[config.mk]
export PLATFORM = sky130hd
export DESIGN_NAME = bram_ring_reader
export DESIGN_NICKNAME = d
export VERILOG_FILES = /design/src/rtl/bram_ring_reader_pkg.sv /design/src/rtl/bram_ring_reader_skid_fifo2.sv /design/src/rtl/bram_ring_reader.sv
export SDC_FILE = /design/constraint.sdc
export NUM_CORES = 1
export LEC_CHECK = 0
export ABC_AREA = 1
export CAP_MARGIN = 20
export CELL_PAD_IN_SITES_DETAIL_PLACEMENT = 0
export CELL_PAD_IN_SITES_GLOBAL_PLACEMENT = 1
export CORE_ASPECT_RATIO = 0.8
export CORE_MARGIN = 2
export CORE_UTILIZATION = 40
export DETAILED_ROUTE_END_ITERATION = 10
export DONT_BUFFER_PORTS = 1
export PLACE_DENSITY_LB_ADDON = 0.1
export SKIP_CTS_REPAIR_TIMING = 1
export SYNTH_ARGS = -nofsm -noshare
export SYNTH_HDL_FRONTEND = slang
export SYNTH_SLANG_ARGS = --single-unit
[constraint.sdc]
create_clock -name i_clk -period 3.7 [get_ports i_clk]
set_input_delay 0.555 -clock i_clk [delete_from_list [all_inputs] [get_ports i_clk]]
set_output_delay 0.555 -clock i_clk [all_outputs]
set_load 0.01 [all_outputs]
[src/rtl/bram_ring_reader_pkg.sv]
// Shared ring-buffer types and pointer helpers, used by both reader and writer.
// Pointers carry one extra wrap bit above the RAM address.
package bram_ring_reader_pkg;

  localparam int ADDR_W_DEF = 8;
  localparam int DATA_W_DEF = 16;

  typedef logic [ADDR_W_DEF:0]   ptr_t;
  typedef logic [DATA_W_DEF-1:0] sample_t;

  // Modulo-2^(ADDR_W+1) distance from b forward to a.
  function automatic ptr_t ptr_diff(input ptr_t a, input ptr_t b);
    return a - b;
  endfunction

endpackage

[src/rtl/bram_ring_reader_skid_fifo2.sv]
// 2-entry register FIFO; push lands next edge, head is registered (entry 0).
// No internal backpressure: caller guarantees no push into a full FIFO without a pop.
module skid_fifo2 #(
  parameter int DATA_W = 16
) (
  input  logic              i_clk,
  input  logic              i_rst,
  input  logic              i_flush,
  input  logic              i_push,
  input  logic [DATA_W-1:0] i_push_dat,
  input  logic              i_pop,
  output logic [1:0]        o_cnt,
  output logic [DATA_W-1:0] o_head
);

  logic [1:0]        r_cnt;
  logic [DATA_W-1:0] r_e0;
  logic [DATA_W-1:0] r_e1;

  always_ff @(posedge i_clk or posedge i_rst) begin
    if (i_rst) begin
      r_cnt <= 2'd0;
      r_e0  <= '0;
      r_e1  <= '0;
    end else if (i_flush) begin
      r_cnt <= 2'd0;
    end else if (i_push && i_pop) begin
      // Count is unchanged; the new word goes behind whatever survives the pop.
      if (r_cnt == 2'd1) begin
        r_e0 <= i_push_dat;
      end else begin
        r_e0 <= r_e1;
        r_e1 <= i_push_dat;
      end
    end else if (i_push && (r_cnt != 2'd2)) begin
      if (r_cnt == 2'd0) begin
        r_e0 <= i_push_dat;
      end else begin
        r_e1 <= i_push_dat;
      end
      r_cnt <= r_cnt + 2'd1;
    end else if (i_pop && (r_cnt != 2'd0)) begin
      r_e0  <= r_e1;
      r_cnt <= r_cnt - 2'd1;
    end
  end

  assign o_cnt  = r_cnt;
  assign o_head = r_e0;

endmodule

[src/rtl/bram_ring_reader.sv]
// Ring-buffer read side: issues 1-cycle BRAM reads into a 2-entry skid, 2-cycle latency.
// At most two words outstanding (skid + in flight); m_ready low stalls issue.
module bram_ring_reader
  import bram_ring_reader_pkg::*;
#(
  parameter int ADDR_W = ADDR_W_DEF,
  parameter int DATA_W = DATA_W_DEF
) (
  input  logic              i_clk,
  input  logic              i_rst,
  input  logic [ADDR_W:0]   i_wr_ptr,
  output logic [ADDR_W:0]   o_rd_ptr,
  output logic              o_bram_ren,
  output logic [ADDR_W-1:0] o_bram_raddr,
  input  logic [DATA_W-1:0] i_bram_rdata,
  output logic              o_m_valid,
  input  logic              i_m_ready,
  output logic [DATA_W-1:0] o_m_data,
  input  logic              i_flush,
  output logic [ADDR_W:0]   o_level,
  output logic              o_ovf
);

  logic [ADDR_W:0] r_iss_ptr;
  logic [ADDR_W:0] r_rd_ptr;
  logic [ADDR_W:0] r_level;
  logic            r_inflight;
  logic            r_ovf;

  logic [ADDR_W:0] w_avail;
  logic [ADDR_W:0] w_unread;
  logic [1:0]      w_cnt;
  logic [1:0]      w_occ;
  logic            w_pop;
  logic            w_ren;
  logic            w_overrun;

  assign w_avail  = i_wr_ptr - r_iss_ptr;
  assign w_unread = i_wr_ptr - r_rd_ptr;
  assign w_pop    = o_m_valid & i_m_ready;
  // Occupancy after this edge if nothing new is issued; never exceeds 2.
  assign w_occ    = w_cnt + {1'b0, r_inflight} - {1'b0, w_pop};
  assign w_ren    = !i_rst && !i_flush && (w_avail != '0) && (w_occ < 2'd2);
  // Strictly more than a full ring of unread words.
  assign w_overrun = w_unread[ADDR_W] && (|w_unread[ADDR_W-1:0]);

  always_ff @(posedge i_clk or posedge i_rst) begin
    if (i_rst) begin
      r_iss_ptr  <= '0;
      r_rd_ptr   <= '0;
      r_level    <= '0;
      r_inflight <= 1'b0;
      r_ovf      <= 1'b0;
    end else if (i_flush) begin
      r_iss_ptr  <= i_wr_ptr;
      r_rd_ptr   <= i_wr_ptr;
      r_level    <= '0;
      r_inflight <= 1'b0;
      r_ovf      <= 1'b0;
    end else begin
      if (w_ren) begin
        r_iss_ptr <= r_iss_ptr + 1'b1;
      end
      if (w_pop) begin
        r_rd_ptr <= r_rd_ptr + 1'b1;
      end
      r_inflight <= w_ren;
      r_level    <= w_unread;
      if (w_overrun) begin
        r_ovf <= 1'b1;
      end
    end
  end

  skid_fifo2 #(
    .DATA_W (DATA_W)
  ) u_skid (
    .i_clk      (i_clk),
    .i_rst      (i_rst),
    .i_flush    (i_flush),
    .i_push     (r_inflight),
    .i_push_dat (i_bram_rdata),
    .i_pop      (w_pop),
    .o_cnt      (w_cnt),
    .o_head     (o_m_data)
  );

  assign o_m_valid    = (w_cnt != 2'd0);
  assign o_bram_ren   = w_ren;
  assign o_bram_raddr = r_iss_ptr[ADDR_W-1:0];
  assign o_rd_ptr     = r_rd_ptr;
  assign o_level      = r_level;
  assign o_ovf        = r_ovf;

endmodule

* After elaboration in Yosys (flattened, before gate mapping)
Index checks and enable logic that the tools add are counted.
** Word-level totals
- Bits in registers :: 63
- Output and inout bits :: 45
- Logic and storage cells :: 68
** Operators by class
- Add/subtract/negate cells :: 8
- $lt $le $gt $ge :: 1
- Equality and inequality tests :: 6
- Muxes and demuxes :: 21
- Bitwise gates (word level) :: 2
- Reductions and logical operators :: 22
** Operators by type and width (count)
- $mux W16 :: 9
- $mux W9 :: 5
- $add A9 B1 Y9 const B :: 2
- $sub A9 B9 Y9 :: 2
- $reduce_bool A2 Y1 :: 5
- $reduce_bool A9 Y1 :: 1
- $mux W2 :: 4
- $reduce_or A8 Y1 :: 1
- $logic_and A1 B1 Y1 :: 7
- $ne A2 B2 Y1 const B :: 3
- $reduce_bool A3 Y1 :: 2
- $reduce_and A4 Y1 :: 1
- $mux W1 :: 3
- $ne A3 B2 Y1 const B :: 1
- $reduce_and A3 Y1 :: 1
- $add A2 B1 Y2 :: 1
- $add A2 B1 Y2 const B :: 1
- $eq A2 B1 Y1 const B :: 1
- $logic_not A1 Y1 :: 2
- $logic_not A2 Y1 :: 1
- $lt A2 B2 Y1 const B :: 1
- $ne A2 B1 Y1 const B :: 1
- $reduce_and A2 Y1 :: 1
- $sub A2 B1 Y2 :: 1
- other kinds (3) :: 3

* Longest topological paths before layout
Gate-level depths: netlist of run 1.
- Word-level depth :: 7
- Mapped depth :: 16
- Depth with buffers taken out :: 16

* Cells and area by module
A second synthesis of run 1 with hierarchy kept.
** Unflattened totals
- Cell total of the unflattened synthesis :: 662
- Area total of the unflattened synthesis :: 4521.8 um2
** By module, submodules not included
- bram_ring_reader :: instances 1, cells each 330, area an instance 2317.2 um2, seq. area each 725.7 um2
- skid_fifo2 :: instances 1, cells each 332, area an instance 2204.6 um2, seq. area each 850.8 um2

* Worst setup path before layout of run 1
No wires, ideal clock.
- Kind :: input-to-output
- From :: input i_rst
- To :: output o_bram_ren
- Arrival time :: 2.622 ns
- Data required time :: 3.145 ns
- Path slack :: 0.523 ns
- Cell stages on the path :: 6
- Path buffers :: 1
- Path through :: inv_1 > nand3_1 > o21bai_1 > o21bai_4 > buf_6 > inv_1
** Between the ends
- Cells in the longest elaborated chain, start to end :: 4
** Ends and longest elaborated chain
- start: declaration :: RTL line bram_ring_reader.sv:10 : input logic i_rst,
- $logic_not A1 Y1 (no source line)
- $logic_and A1 B1 Y1 (3 in a row) :: RTL line bram_ring_reader.sv:43 : assign w_ren = !i_rst && !i_flush && (w_avail != '0) && (w_occ < 2'd2);
- end: declaration :: RTL line bram_ring_reader.sv:13 : output logic o_bram_ren,
No other way between the ends.

* Final worst setup path of run 1
- From :: register r_iss_ptr[3]
- To :: output o_bram_ren
** Between the ends
- Cells in the longest elaborated chain, start to end :: 4
** Ends and longest elaborated chain
- start: declaration :: RTL line bram_ring_reader.sv:24 : logic [ADDR_W:0] r_iss_ptr;
- start signal: assignment :: RTL line bram_ring_reader.sv:55 : r_iss_ptr <= i_wr_ptr;
- start signal: assignment :: RTL line bram_ring_reader.sv:62 : r_iss_ptr <= r_iss_ptr + 1'b1;
- $sub A9 B9 Y9 :: RTL line bram_ring_reader.sv:38 : assign w_avail = i_wr_ptr - r_iss_ptr;
- $reduce_bool A9 Y1 :: RTL line bram_ring_reader.sv:43
- $logic_and A1 B1 Y1 (2 in a row) :: RTL line bram_ring_reader.sv:43
No other way between the ends.

==> results_dict.tcl, run 1 <==
set metrics [dict create \
    rsz0062_at_grt "false" \
    cp.arrival_ns 2.44 \
    p_sw_frac 0.406 \
    slew_viol_final 0 \
    synth_top_area_cell "dfrtp_1" \
    synth_seq_cells 63 \
    drv_cap 0 \
    cp_slowest_stage_delay_ns 0.45 \
    firstDrtPassIters 4 \
    synthTopCellsByArea "dfrtp_1 38%, nand2_1 13%, ha_1 6.6%" \
    die_area_sq_um 11300 \
    hpwl_microns 7610 \
    vias 3544 \
    p_seq_frac 0.358 \
    cts_tree "built" \
    clk_pin_slew_worst_paths_ns 0.05 \
    synth_top_area_frac 0.377 \
    die_w_microns 118 \
    syn_to_final_growth_pct 9.16 \
    path_class "reg2out" \
    grt_pass1_wl_microns 17500 \
    cp-end-kind "output pin" \
    cp_max_fo 12 \
    crit_path_cell_trace "inv_1, ha_1, nand2_1, inv_1, nand2_1, nand3_1, nand2_1, nand2_1, nor2_2, nand2_2, o21bai_4, inv_1" \
    rows 33 \
    drt_wl_total_microns 10500 \
    netlist_instances 577 \
    finClkSkew_ns 0.00765 \
    hold_violations 0 \
    clk_latency_ns 0.33 \
    first_global_vias 3368 \
    synth_cell_types 37 \
    relSlewSlack 0.441 \
    layout_commonest_cell "nand2_1" \
    grt_max_degree 64 \
    cpMostUsedCell "nand2_1" \
    switchingPower_mw 1.42 \
    ios 74 \
    period_needed_ns 3.00 \
    overflow 0 \
    crit_required_ns 3.14 \
    cp_slowest_cell "dfrtp_1" \
    port_buffers 0 \
    holdWs_ns 0.294 \
    leakage_nw 2.27 \
    finalSetupTns_ns 0 \
    antenna_found_initial 0 \
    worst_slew_pin_slew_ns 0.838 \
    ant_nets 0 \
    start_util 0.410 \
    outcome "completed" \
    antennaDiodeCount 0 \
    ys_seq_area_frac 0.377 \
    syn_nets 629 \
    drt_iter0_markers 263 \
    p_clk_frac 0.263 \
    core_area_sq_um 10200 \
    dieHeight_microns 95.5 \
    via_per_inst 4.99 \
    drc 0 \
    hp-class "in2reg" \
    nets 617 \
    fillers 1050 \
    ir_worst_vdd_mv 0.276 \
    cts_buffers 9 \
    clock_path_buffers 2 \
    h-tree-depth 3 \
    finalSetupViolCount 0 \
    track_usage 0.198 \
    synth_area_sq_um 4180 \
    wl_per_cell_microns 14.8 \
    yosys_warnings 0 \
    syn_avg_cell_area_sq_um 7.25 \
    combinationalPowerShare 0.379 \
    worst_setup_path_start_kind "flop" \
    finalCritPeriodShare 0.810 \
    cts_root_buf "clkbuf_16" \
    cts.sinks 63 \
    gp_congestion 0.842 \
    p_int_mw 2.07 \
    p_per_area_nw_per_um2 765 \
    fmaxAchievable_mhz 334 \
    drive_above_1_share 0.0860 \
    layout_common_cells "142 x nand2_1, 72 x nor2_1, 63 x inv_1, 63 x dfrtp_1, 43 x a21oi_1" \
]
-- cells in the mapped netlist --
cell type / count
a21o_1: 2
nor2_2: 2
nor2_4: 2
or2_2: 1
nand3b_1: 2
clkbuf_1: 13
xor2_1: 5
o21bai_4: 1
nand3_1: 32
buf_6: 1
nand2_1: 142
inv_2: 5
o21ai_0: 14
nor3_1: 2
a21oi_1: 43
xnor2_1: 9
a31oi_1: 19
nand3_2: 1
nand4_1: 5
dfrtp_1: 63
o311ai_0: 1
fa_1: 1
nand4_2: 1
nor4_1: 1
buf_2: 5
nand2_2: 12
nor2_1: 72
inv_1: 64
o21a_1: 1
o221ai_1: 5
o211ai_1: 3
ha_1: 22
o21ai_1: 12
o22ai_1: 1
buf_4: 10
a21oi_2: 1
o21bai_1: 1
-- critical path, delay by kind of cell (launching register included) --
family                   cells  cell delay [ns]
buffers and inverters        3             0.32
AND/OR/NAND/NOR              7             0.64
adder cells (fa/ha/maj)      1             0.36
AO/OA/AOI/OAI                1             0.31
flip-flops                   1             0.45
-- logic make-up (layout without fill, tap and decap cells) --
group                      Yosys count  after routing  share of synthesized area
and+or+nand+nor                    275            275                      0.279
DFF                                 63             63                      0.377
xor gates and xnor gates            14             14                     0.0293
adders and majority gates           23             23                     0.0706
buffers and inverters               98             91                      0.100
AOI/OAI and AO/OA                  104            104                      0.144
-- layout make-up --
cell class                      count  area (sq um)  share of cell area
Clock buffer                       10           239              0.0524
Clock inverter                      6          83.8              0.0184
Inverter                           69           259              0.0567
Multi-Input combinational cell    416          2190               0.479
Sequential cell                    63          1580               0.345
Tap cell                          140           175              0.0384
Timing Repair Buffer                6          45.0             0.00987
-- sequential cells by signal (all words and copies together), names as in the netlist --
signal and flops:
u_skid.o_head 16, u_skid.r_e1 16, r_inflight 1, o_level 9, u_skid.o_cnt 2, r_iss_ptr 9
o_ovf 1, o_rd_ptr 9
-- per-layer routing --
metal | track usage | up-vias | share of wire
met5 | 0 | - | 0
met4 | 0.0492 | 0 | 0.0048
met3 | 0.0532 | 4 | 0.046
met2 | 0.297 | 64 | 0.43
met1 | 0.283 | 1625 | 0.52
li1 | - | 1851 | -
-- stage by stage --
stage                     total power, mW  utilization  instance area (sq um)  instances  worst slack [ns]
after floorplan                      2.35            -                   4180        577             0.523
after global placement               2.57        0.416                   4240        694              1.05
after detailed placement             2.59        0.416                   4240        694              1.04
after CTS                            3.54        0.448                   4560        710             0.667
after global routing                 3.82        0.448                   4560        710             0.497
final                                3.49        0.448                   4560        710             0.705
-- power groups by stage --
stage | combinational (mW) | clock [mW] | sequential [mW]
after floorplan | 1.16 | 0 | 1.19
after global placement | 1.31 | 0 | 1.26
after detailed placement | 1.33 | 0 | 1.26
after CTS | 1.34 | 0.946 | 1.25
after global routing | 1.55 | 0.975 | 1.29
final | 1.32 | 0.918 | 1.25
-- worst paths after layout --
| check | depth (start not counted) | endpoint | startpoint | slack [ns] |
|---|---|---|---|---|
| min in group asynchronous | 2 | o_rd_ptr[8]$_DFFE_PP0P_ | i_rst | 0.39 |
| setup / recovery | 12 | o_bram_ren | r_iss_ptr[3]$_DFFE_PP0P_ | 0.70 |
| max in group asynchronous | 2 | u_skid.r_e1[9]$_DFFE_PP0P_ | i_rst | 2.73 |
| hold reg to reg | 2 | u_skid.r_e1[3]$_DFFE_PP0P_ | u_skid.r_e1[3]$_DFFE_PP0P_ | 0.52 |
| hold / removal | 1 | o_level[1]$_DFF_PP0_ | i_flush | 0.29 |
| setup reg to reg | 14 | r_iss_ptr[2]$_DFFE_PP0P_ | r_iss_ptr[3]$_DFFE_PP0P_ | 1.23 |
Power figures use the tool's default switching activity.
==> run 2: changes to the inputs <==
clock period = 3.12 ns   (was 3.7 ns; I/O delays follow)
==> results_dict.tcl, run 2 (synthesis results as in run 1) <==
set metrics [dict create \
    clk_latency_ns 0.33 \
    holdWs_ns 0.201 \
    fmaxAchievable_mhz 343 \
    p_per_area_nw_per_um2 886 \
    outcome "completed" \
    antennaDiodeCount 0 \
    drc 0 \
    crit_required_ns 2.65 \
    slew_viol_final 0 \
    hold_violations 0 \
    leakage_nw 2.26 \
    clk_pin_slew_worst_paths_ns 0.05 \
    drt_iter0_markers 230 \
    layout_common_cells "142 x nand2_1, 72 x nor2_1, 63 x inv_1, 63 x dfrtp_1, 42 x a21oi_1" \
    cp.arrival_ns 2.45 \
    via_per_inst 5.09 \
    period_needed_ns 2.92 \
    cts.sinks 63 \
    ios 74 \
    dieHeight_microns 95.5 \
    syn_to_final_growth_pct 8.50 \
    rows 33 \
    finalSetupTns_ns 0 \
    path_class "reg2out" \
    layout_commonest_cell "nand2_1" \
    finalCritPeriodShare 0.935 \
    antenna_found_initial 0 \
    hpwl_microns 7590 \
    cts_tree "built" \
    cp_max_fo 12 \
    cp_slowest_cell "dfrtp_1" \
    gp_congestion 0.861 \
    cts_root_buf "clkbuf_16" \
    finClkSkew_ns 0.00848 \
    cts_buffers 9 \
    finalSetupViolCount 0 \
    nets 618 \
    hp-class "in2reg" \
    crit_path_cell_trace "inv_1, ha_1, inv_2, nand2_2, inv_1, ha_1, nor2_1, nand2_1, nand3_1, o21bai_1, o21bai_4, inv_1" \
    vias 3615 \
    cpLargestDelayFamily "adder cells" \
    path_buf_inv 4 \
    clock_path_buffers 2 \
    drt_wl_total_microns 10700 \
    drv_cap 0 \
    port_buffers 0 \
    ir_worst_vdd_mv 0.438 \
    h-tree-depth 3 \
    drive_above_1_share 0.0877 \
    grt_pass1_wl_microns 17800 \
    track_usage 0.202 \
    firstDrtPassIters 5 \
    relSlewSlack 0.436 \
    die_area_sq_um 11300 \
    core_area_sq_um 10200 \
    worst_setup_path_start_kind "flop" \
    fillers 1074 \
    wl_per_cell_microns 15.1 \
    worst_slew_pin_slew_ns 0.847 \
    cpMostUsedCell "inv_1" \
    start_util 0.410 \
    first_global_vias 3424 \
    cp-end-kind "output pin" \
    cp_slowest_stage_delay_ns 0.38 \
    overflow 0 \
    die_w_microns 118 \
    ant_nets 0 \
    rsz0062_at_grt "false" \
    grt_max_degree 64 \
]
## run 2: changes by cell type in the layout (fill, tap and decap cells not counted), sizes merged
cell,delta
buf,+1
bufinv,-2
clkbuf,+2
clkinv,-2
clkinvlp,+1
## run 2: cell type report
class	count	area, sq um	share of cell area
flip-flops and latches	63	1580	0.347
clock buffers	12	267	0.0587
multi-input cells	416	2190	0.483
inverters	69	259	0.0571
repair buffers	7	52.6	0.0116
well taps	140	175	0.0386
clock inverters	3	17.5	0.00386
## run 2: power breakdown
group	switching, mW	leakage, nW	total (mW)	internal, mW
clock network	0.366	0.140	0.961	0.595
logic	0.960	1.34	1.57	0.612
registers	0.357	0.774	1.49	1.13
## run 2: layer usage
metal | GRT usage | wire length (microns) | vias up | share of wire
li1 | - | - | 1833 | -
met1 | 0.291 | 5470 | 1684 | 0.51
met2 | 0.294 | 4430 | 88 | 0.41
met3 | 0.0544 | 706 | 10 | 0.066
met4 | 0.0622 | 132 | 0 | 0.012
met5 | 0 | 0 | - | 0
## run 2: worst paths after layout
check | from | end | slack, ns | cells after the start
hold / removal | i_flush | o_level[0]$_DFF_PP0_ | 0.20 | 1
setup / recovery | u_skid.o_cnt[0]$_DFFE_PP0P_ | o_bram_ren | 0.20 | 12
hold reg to reg | u_skid.r_e1[2]$_DFFE_PP0P_ | u_skid.r_e1[2]$_DFFE_PP0P_ | 0.51 | 2
min in group asynchronous | i_rst | o_rd_ptr[8]$_DFFE_PP0P_ | 0.33 | 2
setup reg to reg | u_skid.o_cnt[0]$_DFFE_PP0P_ | r_iss_ptr[8]$_DFFE_PP0P_ | 0.60 | 14
max in group asynchronous | i_rst | u_skid.o_head[6]$_DFFE_PP0P_ | 2.25 | 2
## run 2: through the flow
| step | area [sq um] | setup slack, ns | power [mW] | cells | util |
|---|---|---|---|---|---|
| finish | 4540 | 0.202 | 4.02 | 710 | 0.445 |
| global route | 4540 | 0.00134 | 4.40 | 710 | 0.445 |
| CTS | 4530 | 0.163 | 4.06 | 710 | 0.444 |
| detailed placement | 4250 | 0.534 | 3.07 | 695 | 0.417 |
| global placement | 4250 | 0.566 | 3.04 | 695 | 0.417 |
| floorplan | 4180 | 0.117 | 2.79 | 577 | - |
==> run 3: changes to the inputs <==
clock period = 3.15 ns   (was 3.12 ns; I/O delays follow)
==> results_dict.tcl, run 3 (synthesis results as in run 1) <==
set metrics [dict create \
    rsz0062_at_grt "false" \
    place_inst 695 \
    place_area_sq_um 4250 \
    core_area_sq_um 10200 \
    firstDrtPassIters 4 \
    layout_setup_ws_ns 0.212 \
    leakage_nw 2.28 \
    antennaDiodeCount 0 \
    grt_max_degree 64 \
    overflow 0 \
    cts_buffers 9 \
    cts.sinks 63 \
    h-tree-depth 3 \
    drt_iter0_markers 208 \
    grt_pass1_wl_microns 17500 \
    drive_above_1_share 0.0841 \
    via_per_inst 5.10 \
    rows 33 \
    cp-end-kind "output pin" \
    clk_pin_slew_worst_paths_ns 0.05 \
    clock_path_buffers 2 \
    dieHeight_microns 95.5 \
    port_buffers 0 \
    clk_latency_ns 0.33 \
    fin_cells 711 \
    gp_congestion 0.875 \
    first_global_vias 3310 \
    hpwl_microns 7610 \
    cts_tree "built" \
    fillers 1083 \
    finalSetupTns_ns 0 \
    nets 618 \
    fmaxAchievable_mhz 340 \
    die_area_sq_um 11300 \
    finalSetupViolCount 0 \
    vias 3625 \
    fin_util 0.449 \
    cts_root_buf "clkbuf_16" \
    finalCritPeriodShare 0.933 \
    antenna_found_initial 0 \
    drt_wl_total_microns 10700 \
    slew_viol_final 0 \
    pre_cts_ws_ns 0.564 \
    hp-class "in2reg" \
    path_class "reg2out" \
    outcome "completed" \
    rrSetupSlack_ns 0.63 \
    p_per_area_nw_per_um2 898 \
    ant_nets 0 \
    die_w_microns 118 \
    drc 0 \
    ir_worst_vdd_mv 0.410 \
    final_cell_area_sq_um 4570 \
    track_usage 0.199 \
    layout_commonest_cell "nand2_1" \
    syn_to_final_growth_pct 9.40 \
    cp_max_fo 12 \
    worst_slew_pin_slew_ns 0.864 \
    crit_required_ns 2.68 \
    hold_violations 0 \
    finClkSkew_ns 0.00655 \
    relSlewSlack 0.424 \
    worst_setup_path_start_kind "flop" \
    cp.arrival_ns 2.47 \
    start_util 0.410 \
    layout_common_cells "142 x nand2_1, 72 x nor2_1, 63 x inv_1, 63 x dfrtp_1, 43 x a21oi_1" \
    wl_per_cell_microns 15.0 \
    ios 74 \
    drv_cap 0 \
    period_needed_ns 2.94 \
]
-- run 3: cell count changes in the layout (fill, tap and decap cells not counted) --
cell / delta
a21oi_1: +1
a21oi_2: -1
bufinv_16: +2
clkbuf_1: +2
clkbuf_8: -1
clkinv_2: -1
clkinvlp_4: -1
-- run 3: final timing paths --
kind	from	endpoint	cells after the start
min in group asynchronous	i_rst	o_rd_ptr[7]$_DFFE_PP0P_	2
max	r_iss_ptr[5]$_DFFE_PP0P_	o_bram_ren	9
min	i_flush	o_level[1]$_DFF_PP0_	1
max reg2reg	r_iss_ptr[5]$_DFFE_PP0P_	r_iss_ptr[7]$_DFFE_PP0P_	11
max in group asynchronous	i_rst	r_iss_ptr[5]$_DFFE_PP0P_	2
min reg2reg	u_skid.r_e1[1]$_DFFE_PP0P_	u_skid.r_e1[1]$_DFFE_PP0P_	2
-- run 3: critical path, stage by stage, from the launching register on --
cell and delay, ns:
dfrtp_1 0.51, inv_1 0.08, ha_1 0.36, a21oi_1 0.33
o21a_1 0.18, nand3_1 0.07, nand2_1 0.08, nand2_2 0.07
o21bai_4 0.32, inv_1 0.14
-- run 3: report_power, final --
| group | total, mW | internal [mW] | switching [mW] | leakage [nW] |
|---|---|---|---|---|
| registers | 1.47 | 1.12 | 0.351 | 0.774 |
| logic | 1.55 | 0.606 | 0.945 | 1.34 |
| clock network | 1.09 | 0.735 | 0.353 | 0.160 |
| total | 4.11 | 2.46 | 1.65 | 2.28 |
-- run 3: metal layers --
metal	global-route usage	vias to the layer above	part of all wire
met5	0	-	0
met4	0.0512	0	0.0090
met3	0.0514	7	0.050
met2	0.289	85	0.41
met1	0.292	1688	0.53
li1	-	1845	-
-- run 3: stage by stage --
step	hold slack, ns	power [mW]
3_3_place_gp	0.492	3.01
4_1_cts	0.197	4.17
5_1_grt	0.192	4.49
2_1_floorplan	0.476	2.76
6_report	0.210	4.11
3_5_place_dp	0.500	3.05
-- run 3: area by class of cell --
cell class              count  area, sq um  share of cell area
multi-input cells         416         2190               0.478
flip-flops and latches     63         1580               0.345
clock buffers              13          260              0.0569
inverters                  69          259              0.0566
well taps                 140          175              0.0383
clock inverters             3         65.1              0.0142
repair buffers              7         52.6              0.0115
